`src/rtl/replica_pkg.sv`:
```
// Shared types for the replica-exchange optimiser host side: command and
// distance types, plus the scheduler state encoding and watchdog limit.
package replica_pkg;

  localparam int unsigned total_w = 32;

  typedef logic [total_w-1:0] total_data_t;

  typedef enum logic [1:0] {
    CmdIdle     = 2'd0,
    CmdExchEven = 2'd1,
    CmdExchOdd  = 2'd2,
    CmdAnneal   = 2'd3
  } opt_command_t;

  typedef enum logic [2:0] {
    StIdle,
    StLaunch,
    StWait,
    StScan,
    StFinish
  } sched_state_t;

  // WAIT cycles tolerated without opt_done before the watchdog fires.
  localparam logic [15:0] sched_wdog_limit = 16'hFFFF;

endpackage

```
`src/rtl/best_tracker.sv`:
```
// Running minimum over scan samples. Strict-less update so that ties keep
// the earliest sample; clear restores the "nothing seen" state.
module best_tracker
  import replica_pkg::*;
#(
  parameter int unsigned idx_w  = 5,
  parameter int unsigned iter_w = 24
) (
  input  logic              clk,
  input  logic              reset,
  input  logic              clear,
  input  logic              sample_valid,
  input  total_data_t       sample_dis,
  input  logic [idx_w-1:0]  sample_idx,
  input  logic [iter_w-1:0] sample_iter,
  output total_data_t       best_dis,
  output logic [idx_w-1:0]  best_idx,
  output logic [iter_w-1:0] best_iter
);

  // Capture a sample only when it strictly beats the held minimum.
  always_ff @(posedge clk) begin
    if (reset || clear) begin
      best_dis  <= '1;
      best_idx  <= '0;
      best_iter <= '0;
    end else if (sample_valid && (sample_dis < best_dis)) begin
      best_dis  <= sample_dis;
      best_idx  <= sample_idx;
      best_iter <= sample_iter;
    end
  end

endmodule

```
`src/rtl/opt_scheduler.sv`:
```
// Host-side sequencer: launches iter_count optimisation iterations with
// alternating commands and periodically walks the total-distance chain once
// around the ring to track the best distance seen.
// Optional feature: define OPT_SCHED_WATCHDOG_EN to enable a WAIT-state
// watchdog that raises a sticky error and finishes without a scan.
module opt_scheduler
  import replica_pkg::*;
#(
  parameter int unsigned replica_num = 32,
  parameter int unsigned iter_w      = 24
) (
  input  logic                           clk,
  input  logic                           reset,
  input  logic                           start,
  input  logic                           abort,
  input  logic [iter_w-1:0]              iter_count,
  input  logic [15:0]                    check_interval,
  input  opt_command_t                   cmd0,
  input  opt_command_t                   cmd1,
  output logic                           opt_run,
  output opt_command_t                   opt_com,
  input  logic                           opt_done,
  output logic                           distance_shift,
  output total_data_t                    distance_wdata,
  input  total_data_t                    distance_rdata,
  output logic                           busy,
  output logic                           done,
  output total_data_t                    best_dis,
  output logic [$clog2(replica_num)-1:0] best_idx,
  output logic [iter_w-1:0]              best_iter,
  output logic                           error
);

  localparam int unsigned idx_w = $clog2(replica_num);
  localparam logic [idx_w-1:0] last_k = idx_w'(replica_num - 1);

  sched_state_t      state_q;
  logic [iter_w-1:0] iter_count_q, iter_cnt_q;
  logic [15:0]       check_interval_q, int_cnt_q;
  opt_command_t      cmd0_q, cmd1_q, opt_com_q;
  logic              abort_q;
  logic [idx_w-1:0]  scan_k_q;
  logic              opt_run_q, shift_q, busy_q, done_q;

`ifdef OPT_SCHED_WATCHDOG_EN
  logic [15:0] wdog_q;
  logic        error_q;
  assign error = error_q;
`else
  assign error = 1'b0;
`endif

  logic [iter_w-1:0] iter_next;
  logic [15:0]       int_next;
  logic              abort_now, scan_due, exhausted, start_accept;

  // Decisions taken when an iteration completes or a scan ends.
  always_comb begin
    iter_next    = iter_cnt_q + iter_w'(1);
    int_next     = int_cnt_q + 16'd1;
    abort_now    = abort_q | abort;
    scan_due     = ((check_interval_q != 16'd0) && (int_next == check_interval_q)) ||
                   (iter_next == iter_count_q) || abort_now;
    exhausted    = (iter_cnt_q == iter_count_q);
    start_accept = (state_q == StIdle) && start;
  end

  // Sequencer FSM with registered outputs.
  always_ff @(posedge clk) begin
    if (reset) begin
      state_q          <= StIdle;
      iter_count_q     <= '0;
      check_interval_q <= '0;
      cmd0_q           <= CmdIdle;
      cmd1_q           <= CmdIdle;
      iter_cnt_q       <= '0;
      int_cnt_q        <= '0;
      abort_q          <= 1'b0;
      scan_k_q         <= '0;
      opt_run_q        <= 1'b0;
      opt_com_q        <= CmdIdle;
      shift_q          <= 1'b0;
      busy_q           <= 1'b0;
      done_q           <= 1'b0;
`ifdef OPT_SCHED_WATCHDOG_EN
      wdog_q           <= '0;
      error_q          <= 1'b0;
`endif
    end else begin
      opt_run_q <= 1'b0;
      done_q    <= 1'b0;
      if ((state_q != StIdle) && abort) abort_q <= 1'b1;
      unique case (state_q)
        StIdle: begin
          if (start) begin
            iter_count_q     <= iter_count;
            check_interval_q <= check_interval;
            cmd0_q           <= cmd0;
            cmd1_q           <= cmd1;
            iter_cnt_q       <= '0;
            int_cnt_q        <= '0;
            abort_q          <= 1'b0;
            scan_k_q         <= '0;
            busy_q           <= 1'b1;
`ifdef OPT_SCHED_WATCHDOG_EN
            error_q          <= 1'b0;
`endif
            if (iter_count == '0) begin
              state_q <= StScan;
              shift_q <= 1'b1;
            end else begin
              state_q   <= StLaunch;
              opt_run_q <= 1'b1;
              opt_com_q <= cmd0;
            end
          end
        end
        StLaunch: begin
          state_q <= StWait;
`ifdef OPT_SCHED_WATCHDOG_EN
          wdog_q  <= '0;
`endif
        end
        StWait: begin
          if (opt_done) begin
            iter_cnt_q <= iter_next;
            if (scan_due) begin
              state_q   <= StScan;
              shift_q   <= 1'b1;
              scan_k_q  <= '0;
              int_cnt_q <= '0;
            end else begin
              int_cnt_q <= int_next;
              state_q   <= StLaunch;
              opt_run_q <= 1'b1;
              opt_com_q <= iter_next[0] ? cmd1_q : cmd0_q;
            end
          end
`ifdef OPT_SCHED_WATCHDOG_EN
          else if (wdog_q == sched_wdog_limit) begin
            // Node controller is stuck: give up without touching the chain.
            state_q <= StFinish;
            error_q <= 1'b1;
            done_q  <= 1'b1;
            busy_q  <= 1'b0;
          end else begin
            wdog_q <= wdog_q + 16'd1;
          end
`endif
        end
        StScan: begin
          if (scan_k_q == last_k) begin
            shift_q <= 1'b0;
            if (exhausted || abort_now) begin
              state_q <= StFinish;
              done_q  <= 1'b1;
              busy_q  <= 1'b0;
            end else begin
              state_q   <= StLaunch;
              opt_run_q <= 1'b1;
              opt_com_q <= iter_cnt_q[0] ? cmd1_q : cmd0_q;
            end
          end else begin
            scan_k_q <= scan_k_q + idx_w'(1);
          end
        end
        StFinish: state_q <= StIdle;
        default:  state_q <= StIdle;
      endcase
    end
  end

  assign opt_run        = opt_run_q;
  assign opt_com        = opt_com_q;
  assign distance_shift = shift_q;
  // Recirculate the tail so a full walk leaves the chain unchanged.
  assign distance_wdata = distance_rdata;
  assign busy           = busy_q;
  assign done           = done_q;

  // Scan sample k reads the replica at the tail, index replica_num-1-k.
  best_tracker #(
    .idx_w  (idx_w),
    .iter_w (iter_w)
  ) u_best_tracker (
    .clk          (clk),
    .reset        (reset),
    .clear        (start_accept),
    .sample_valid (shift_q),
    .sample_dis   (distance_rdata),
    .sample_idx   (last_k - scan_k_q),
    .sample_iter  (iter_cnt_q),
    .best_dis     (best_dis),
    .best_idx     (best_idx),
    .best_iter    (best_iter)
  );

endmodule

```
`config.mk`:
```
export PLATFORM = sky130hd
export DESIGN_NAME = opt_scheduler
export DESIGN_NICKNAME = d
export VERILOG_FILES = /design/src/rtl/replica_pkg.sv /design/src/rtl/best_tracker.sv /design/src/rtl/opt_scheduler.sv
export SDC_FILE = /design/constraint.sdc
export NUM_CORES = 1
export LEC_CHECK = 0
export ABC_AREA = 0
export BUFFER_PORTS_ARGS = -buffer_cell sky130_fd_sc_hd__buf_2
export CAP_MARGIN = 20
export CORE_UTILIZATION = 45
export DETAILED_ROUTE_END_ITERATION = 6
export PLACE_DENSITY = 0.67
export SYNTH_ARGS = -nofsm -noshare
export SYNTH_HDL_FRONTEND = slang
export SYNTH_SLANG_ARGS = --single-unit
```
`constraint.sdc`:
```
create_clock -name clk -period 3.62 [get_ports clk]
set_input_delay 1.086 -clock clk [delete_from_list [all_inputs] [get_ports clk]]
set_output_delay 1.086 -clock clk [all_outputs]
set_load 0.03 [all_outputs]
```
Word level (Yosys, flattened, before mapping):

Index checks and enable logic that the tools add are counted.

* register bits after elaboration: 160
* input bits: 81
* output and inout port bits: 100
* logic and storage cells: 114

* add/sub/neg operators: 4
* $lt $le $gt $ge: 1
* equality and inequality tests: 17
* multiplexer cells: 49
* bitwise operators: 3
* reductions and logical operators: 23

Operators by type and width (number)
* 24-bit == test: 2
* 16-bit two-way mux: 3
* 24-bit two-way mux: 2
* 24-bit case mux with 2 select lines: 1
* 32-bit less-than comparator: 1
* 16-bit case mux with 2 select lines: 1
* 24-bit by 1-bit adder with 24-bit output (second input constant): 1
* 24-bit logical NOT: 1
* 2-bit two-way mux: 10
* 5-bit two-way mux: 4
* 1-bit two-way mux: 18
* 2-bit != test (second input constant): 9
* 16-bit by 1-bit adder with 16-bit output (second input constant): 1
* 16-bit == test: 1
* 16-bit nonzero test: 1
* 5-bit case mux with 3 select lines: 1
* 3-bit two-way mux: 4
* 3-bit case mux with 4 select lines: 1
* 7-bit AND reduction: 1
* 3-bit by 2-bit == test with 1-bit output (second input constant): 2
* 1-bit case mux with 3 select lines: 2
* 2-bit case mux with 3 select lines: 1
* 3-bit AND reduction: 2
* 6-bit AND reduction: 1
* other kinds (17): 26

Longest topological paths before layout:

* depth in word-level cells: 8
* mapped depth: 12
* mapped depth without buffers: 11

Hierarchy:

A second synthesis with hierarchy kept.

* cell total of the unflattened synthesis: 1189
* area, all modules: 9200.1 sq um

By module, submodules not included
* opt_scheduler: times used 1, cells an instance 802, area an instance 6070.8 sq um, sequential area each 1981.9 sq um
* best_tracker: times used 1, cells an instance 387, area an instance 3129.3 sq um, sequential area each 1221.2 sq um

Worst setup path after synthesis:

Ideal clock, no wire load.

* path type: input to register
* start point: input distance_rdata[17]
* end point: register u_best_tracker.best_dis[19]
* setup time: 0.134 ns
* arrival: 3.191 ns
* required time: 3.486 ns
* setup slack: 0.295 ns
* cell stages on the path: 10
* buffers on the path: 1
* cell sequence: ha_1 -> a21o_1 -> a21o_1 -> a21oi_1 -> nor2_1 -> a2111oi_0 -> o2111ai_1 -> clkbuf_1 -> a211oi_1 -> a31oi_1

* word-level cells in the longest chain between the ends: 2

Ends and longest elaborated chain
* start: declaration: line opt_scheduler.sv:25 `input total_data_t distance_rdata,`
* 32-bit less-than comparator: line best_tracker.sv:27 `end else if (sample_valid && (sample_dis < best_dis)) begin`
* 1-bit logical AND: line best_tracker.sv:27
* end signal: assignment: line best_tracker.sv:28 `best_dis <= sample_dis;`
* end: declaration: line best_tracker.sv:16 `output total_data_t best_dis,`

Every way passes these cells.
A chain may end at the register's enable or synchronous reset.

Worst setup path in the final report:

* start point: register iter_cnt_q[3]
* end point: register int_cnt_q[11]

* word-level cells in the longest chain between the ends: 7

Ends and longest elaborated chain
* start: declaration: line opt_scheduler.sv:38 `logic [iter_w-1:0] iter_count_q, iter_cnt_q;`
* start signal: assignment: line opt_scheduler.sv:126 `iter_cnt_q <= iter_next;`
* 24-bit by 1-bit adder with 24-bit output: line opt_scheduler.sv:59 `iter_next = iter_cnt_q + iter_w'(1);`
* 24-bit == test: line opt_scheduler.sv:63 `(iter_next == iter_count_q) || abort_now;`
* 1-bit logical OR: line opt_scheduler.sv:62 `scan_due = ((check_interval_q != 16'd0) && (int_next == check_interval_q)) ||`
* 1-bit logical OR: line opt_scheduler.sv:63
* 16-bit two-way mux: line opt_scheduler.sv:127 `if (scan_due) begin`
* 16-bit two-way mux: line opt_scheduler.sv:125 `if (opt_done) begin`
* 16-bit case mux with 2 select lines: line opt_scheduler.sv:93 `unique case (state_q)`
* end signal: assignment: line opt_scheduler.sv:133 `int_cnt_q <= int_next;`
* end: declaration: line opt_scheduler.sv:39 `logic [15:0] check_interval_q, int_cnt_q;`

Every way passes these cells. The select of a mux whose other input is x is not followed.

==> qor.csv <==
stage;metric;value;unit
logic_synthesis;post-synth cell types;83;
logic_synthesis;largest family of logic cells by synthesized area;compound AO/OA/AOI/OAI gates;
finish;Final nets;1396;
clock_network;# resized after CTS;0;
sta;Setup Skew;0.0124;ns
finish;Final Non-Filler Cells;1558;
logic_synthesis;number of flops mapped to enable cells by yosys;0;
clock_network;clock buffer depth;2;
logic_synthesis;#FFs+latches synth;160;
global_routing;largest net degree at the start of global routing;54;
floorplanning;IO Count;181;
detailed_routing;DR DRC count;0;
finish;layout cell share with drive strength beyond 1;22.5;%
placed_design;Placed Instances;1525;
sta;Max-slew headroom;42.1;%
logic_synthesis;post-synthesis compound-gate area fraction;22.5;%
logic_synthesis;Post-Syn Area;9160;um^2
floorplanning;die area;20900;um^2
logic_synthesis;Post-Synth Adder-Cell Area;4.78;%
finish;commonest non-fill, non-tap cell in the layout;buf_2;
finish;P&R area growth vs syn;17.4;%
sta;Final min period;3.33;ns
global_routing;first-pass GRT wire length;41200;um
sta;RSZ-0062 raised after global routing;false;
sta;Tcrit/Tclk final;92.0;%
sta;Slew Limit Fails;0;
logic_synthesis;XOR/XNOR Fraction of Synth Area;5.61;%
clock_network;htree depth;4;
clock_network;Worst-path clk slew;0.07;ns
power_and_ir_drop;Leak;4.52;nW
sta;fmax;300;MHz
floorplanning;CORE AREA;19700;um^2
clock_network;Hold Buf Count CTS;0;
worst_setup_path;r2r startpoint;iter_cnt_q[3]$_SDFFE_PP0P_;
sta;Post-Route Setup TNS;0;ns
sta;Hold Violations, Final;0;
floorplanning;Die W;145;um
placed_design;post-DP HPWL;19400;um
detailed_routing;WL/cell;16.7;um
worst_setup_path;worst path arrival time;3.69;ns
placed_design;port bufs;179;
clock_network;worst skew pair latency;0.43;ns
detailed_routing;DR iter-0 viols;638;
worst_setup_path;CP max FO;24;
finish;most frequent cells in the layout;179 x buf_2, 160 x dfxtp_1, 142 x nand2_1;
logic_synthesis;post-synthesis cell count;1156;
detailed_routing;number of antenna-violating nets in the routed design;0;
logic_synthesis;mux contribution to synthesized area;0.464;%
sta;final setup vio count;0;
global_routing;vias in the first global route;7882;
global_routing;total track usage;25.3;%
worst_setup_path;Crit Path Category;reg -> reg;
worst_setup_path;critical path required time;3.98;ns
worst_setup_path;CP startpoint kind;flop;
sta;Worst-Margin Slew;0.866;ns
detailed_routing;Via density;5.70;
hold_path;HP Class;reg -> reg;
logic_synthesis;synth warn;0;
clock_network;CTS tree;built;
hold_path;hold path startpoint;cmd1_q[1]$_SDFFE_PP0P_;
worst_setup_path;CP delay by family, top;compound AO/OA/AOI/OAI gates;
worst_setup_path;CP bufs+invs;2;
detailed_routing;Routed WL;26000;um
worst_setup_path;Most Frequent Cell on Critical Path;buf_4;
worst_setup_path;crit path from;iter_cnt_q[3]$_SDFFE_PP0P_;
clock_network;TritonCTS Buffers;17;
global_routing;grt total ovfl;0;
power_and_ir_drop;power per standard cell area;448;nW/um^2
floorplanning;Initial Utilization;46.4;%
placed_design;GP Congestion;0.929;
hold_path;Worst Hold Depth;2;
floorplanning;row count;51;
worst_setup_path;reg2reg path depth;10;
clock_network;Post CTS Setup Buffer Count;0;
power_and_ir_drop;peak supply drop;0.381;mV
logic_synthesis;Syn Nets;1272;
logic_synthesis;Seq/Total Area, Yosys;35.0;%
logic_synthesis;Synth Area in Simple Gates;22.2;%
run_status;status;finished clean;
finish;Fillers;1886;
finish;n_diodes;0;
clock_network;clock sinks;160;
logic_synthesis;Post-Syn Area per Cell;7.92;um^2
worst_setup_path;Worst path max stage delay;0.75;ns
logic_synthesis;FFs w/ async S/R, synth;0;%
worst_setup_path;stages on the worst setup path;10;
floorplanning;height of the chip;145;um
worst_setup_path;CP max-delay cell;a211oi_4;
detailed_routing;total number of vias;8881;
job;maxcap violations;0;
worst_setup_path;Worst Setup End Kind;flop;
clock_network;clock root buffer;clkbuf_16;
global_routing;number of antenna violations at the first check in global routing;0;
worst_setup_path;crit path cell chain;buf_4 > and4_1 > nand3_1 > o31a_1 > o22ai_1 > nor4_2 > buf_4 > a211oi_4 > o21ai_0 > a31oi_1;
detailed_routing;drt first pass iters;7;
logic_synthesis;Top FF cell, synth;dfxtp_1;
## synth_stat cells (11+ instances only)
| master | number | area share (%) |
|---|---|---|
| dfxtp_1 | 160 | 35 |
| nand2_1 | 142 | 5.8 |
| a21oi_1 | 120 | 6.6 |
| nor2_1 | 66 | 2.7 |
| clkbuf_1 | 63 | 2.6 |
| o21ai_0 | 49 | 2.7 |
| a31oi_1 | 48 | 3.3 |
| inv_1 | 43 | 1.8 |
| a211oi_1 | 41 | 3.4 |
| xnor2_1 | 41 | 3.9 |
| nand3_1 | 40 | 2.2 |
| buf_4 | 35 | 2.9 |
| ha_1 | 35 | 4.8 |
| nand4_1 | 34 | 2.3 |
| nor3_1 | 23 | 1.3 |
| nor4_1 | 22 | 1.5 |
| nand2b_1 | 16 | 1.1 |
| xor2_1 | 15 | 1.4 |
| o31ai_1 | 12 | 0.98 |
| a21o_1 | 11 | 0.90 |
## final cells by class
class	instances	area (um^2)	area share, %
repair buffers	227	1320	12.3
multi-input cells	831	5130	47.7
clock buffers	17	425	3.96
well taps	265	332	3.08
flip-flops and latches	160	3200	29.8
inverters	43	161	1.50
clock inverters	15	183	1.70
## kinds of logic after synthesis
family,count (synthesis)
AND/OR/NAND/NOR,403
AO/OA/AOI/OAI,331
buffers and inverters,165
flip-flops,160
XOR/XNOR,57
adder cells (fa/ha/maj),35
multiplexers,4
other,1
## layer usage
layer	share of wire (%)	vias to the layer above	wire length, um	global-route usage, %
li1	-	4398	-	-
met1	47	4053	12300	35.7
met2	43	388	11200	38.8
met3	7.3	42	1900	3.72
met4	2.4	0	624	9.36
met5	0	-	0	0
## sequential cells by signal (all words and copies together) (netlist names)
| register | flops |
|---|---|
| busy | 1 |
| u_best_tracker.best_dis | 32 |
| distance_shift | 1 |
| u_best_tracker.best_iter | 24 |
| opt_com | 2 |
| u_best_tracker.best_idx | 5 |
| iter_cnt_q | 24 |
| cmd0_q | 2 |
| opt_run | 1 |
| int_cnt_q | 16 |
| done | 1 |
| scan_k_q | 5 |
| iter_count_q | 24 |
| abort_q | 1 |
| cmd1_q | 2 |
| state_q | 3 |
| check_interval_q | 16 |
## per-stage QoR
step	power (mW)	cell area (um^2)	util, %	hold WS, ns	worst slack (ns)
finish	4.82	10800	54.5	0.458	0.290
global route	5.05	10800	54.5	0.479	0.0426
CTS	4.84	10700	54.4	0.458	0.357
detailed placement	2.97	10100	51.3	0.449	0.0973
global placement	2.96	10100	51.3	0.444	0.106
floorplan	2.65	9160	-	0.436	0.295
## where the power goes
| part | internal (mW) | switching [mW] | total (mW) |
|---|---|---|---|
| Combinational | 0.353 | 0.657 | 1.01 |
| Clock | 1.10 | 0.782 | 1.88 |
| Sequential | 1.85 | 0.0784 | 1.93 |
## worst min-delay path, stage by stage, from the launching register on
cell     delay (ns)
dfxtp_1        0.31
nand2_1        0.05
a21oi_1        0.05
## final timing paths
check,end,slack [ns]
min,cmd1_q[1]$_SDFFE_PP0P_,0.46
max reg2reg,int_cnt_q[11]$_SDFFE_PP0P_,0.29
min reg2reg,cmd1_q[1]$_SDFFE_PP0P_,0.46
max,int_cnt_q[11]$_SDFFE_PP0P_,0.29
Power figures use the tool's default switching activity.
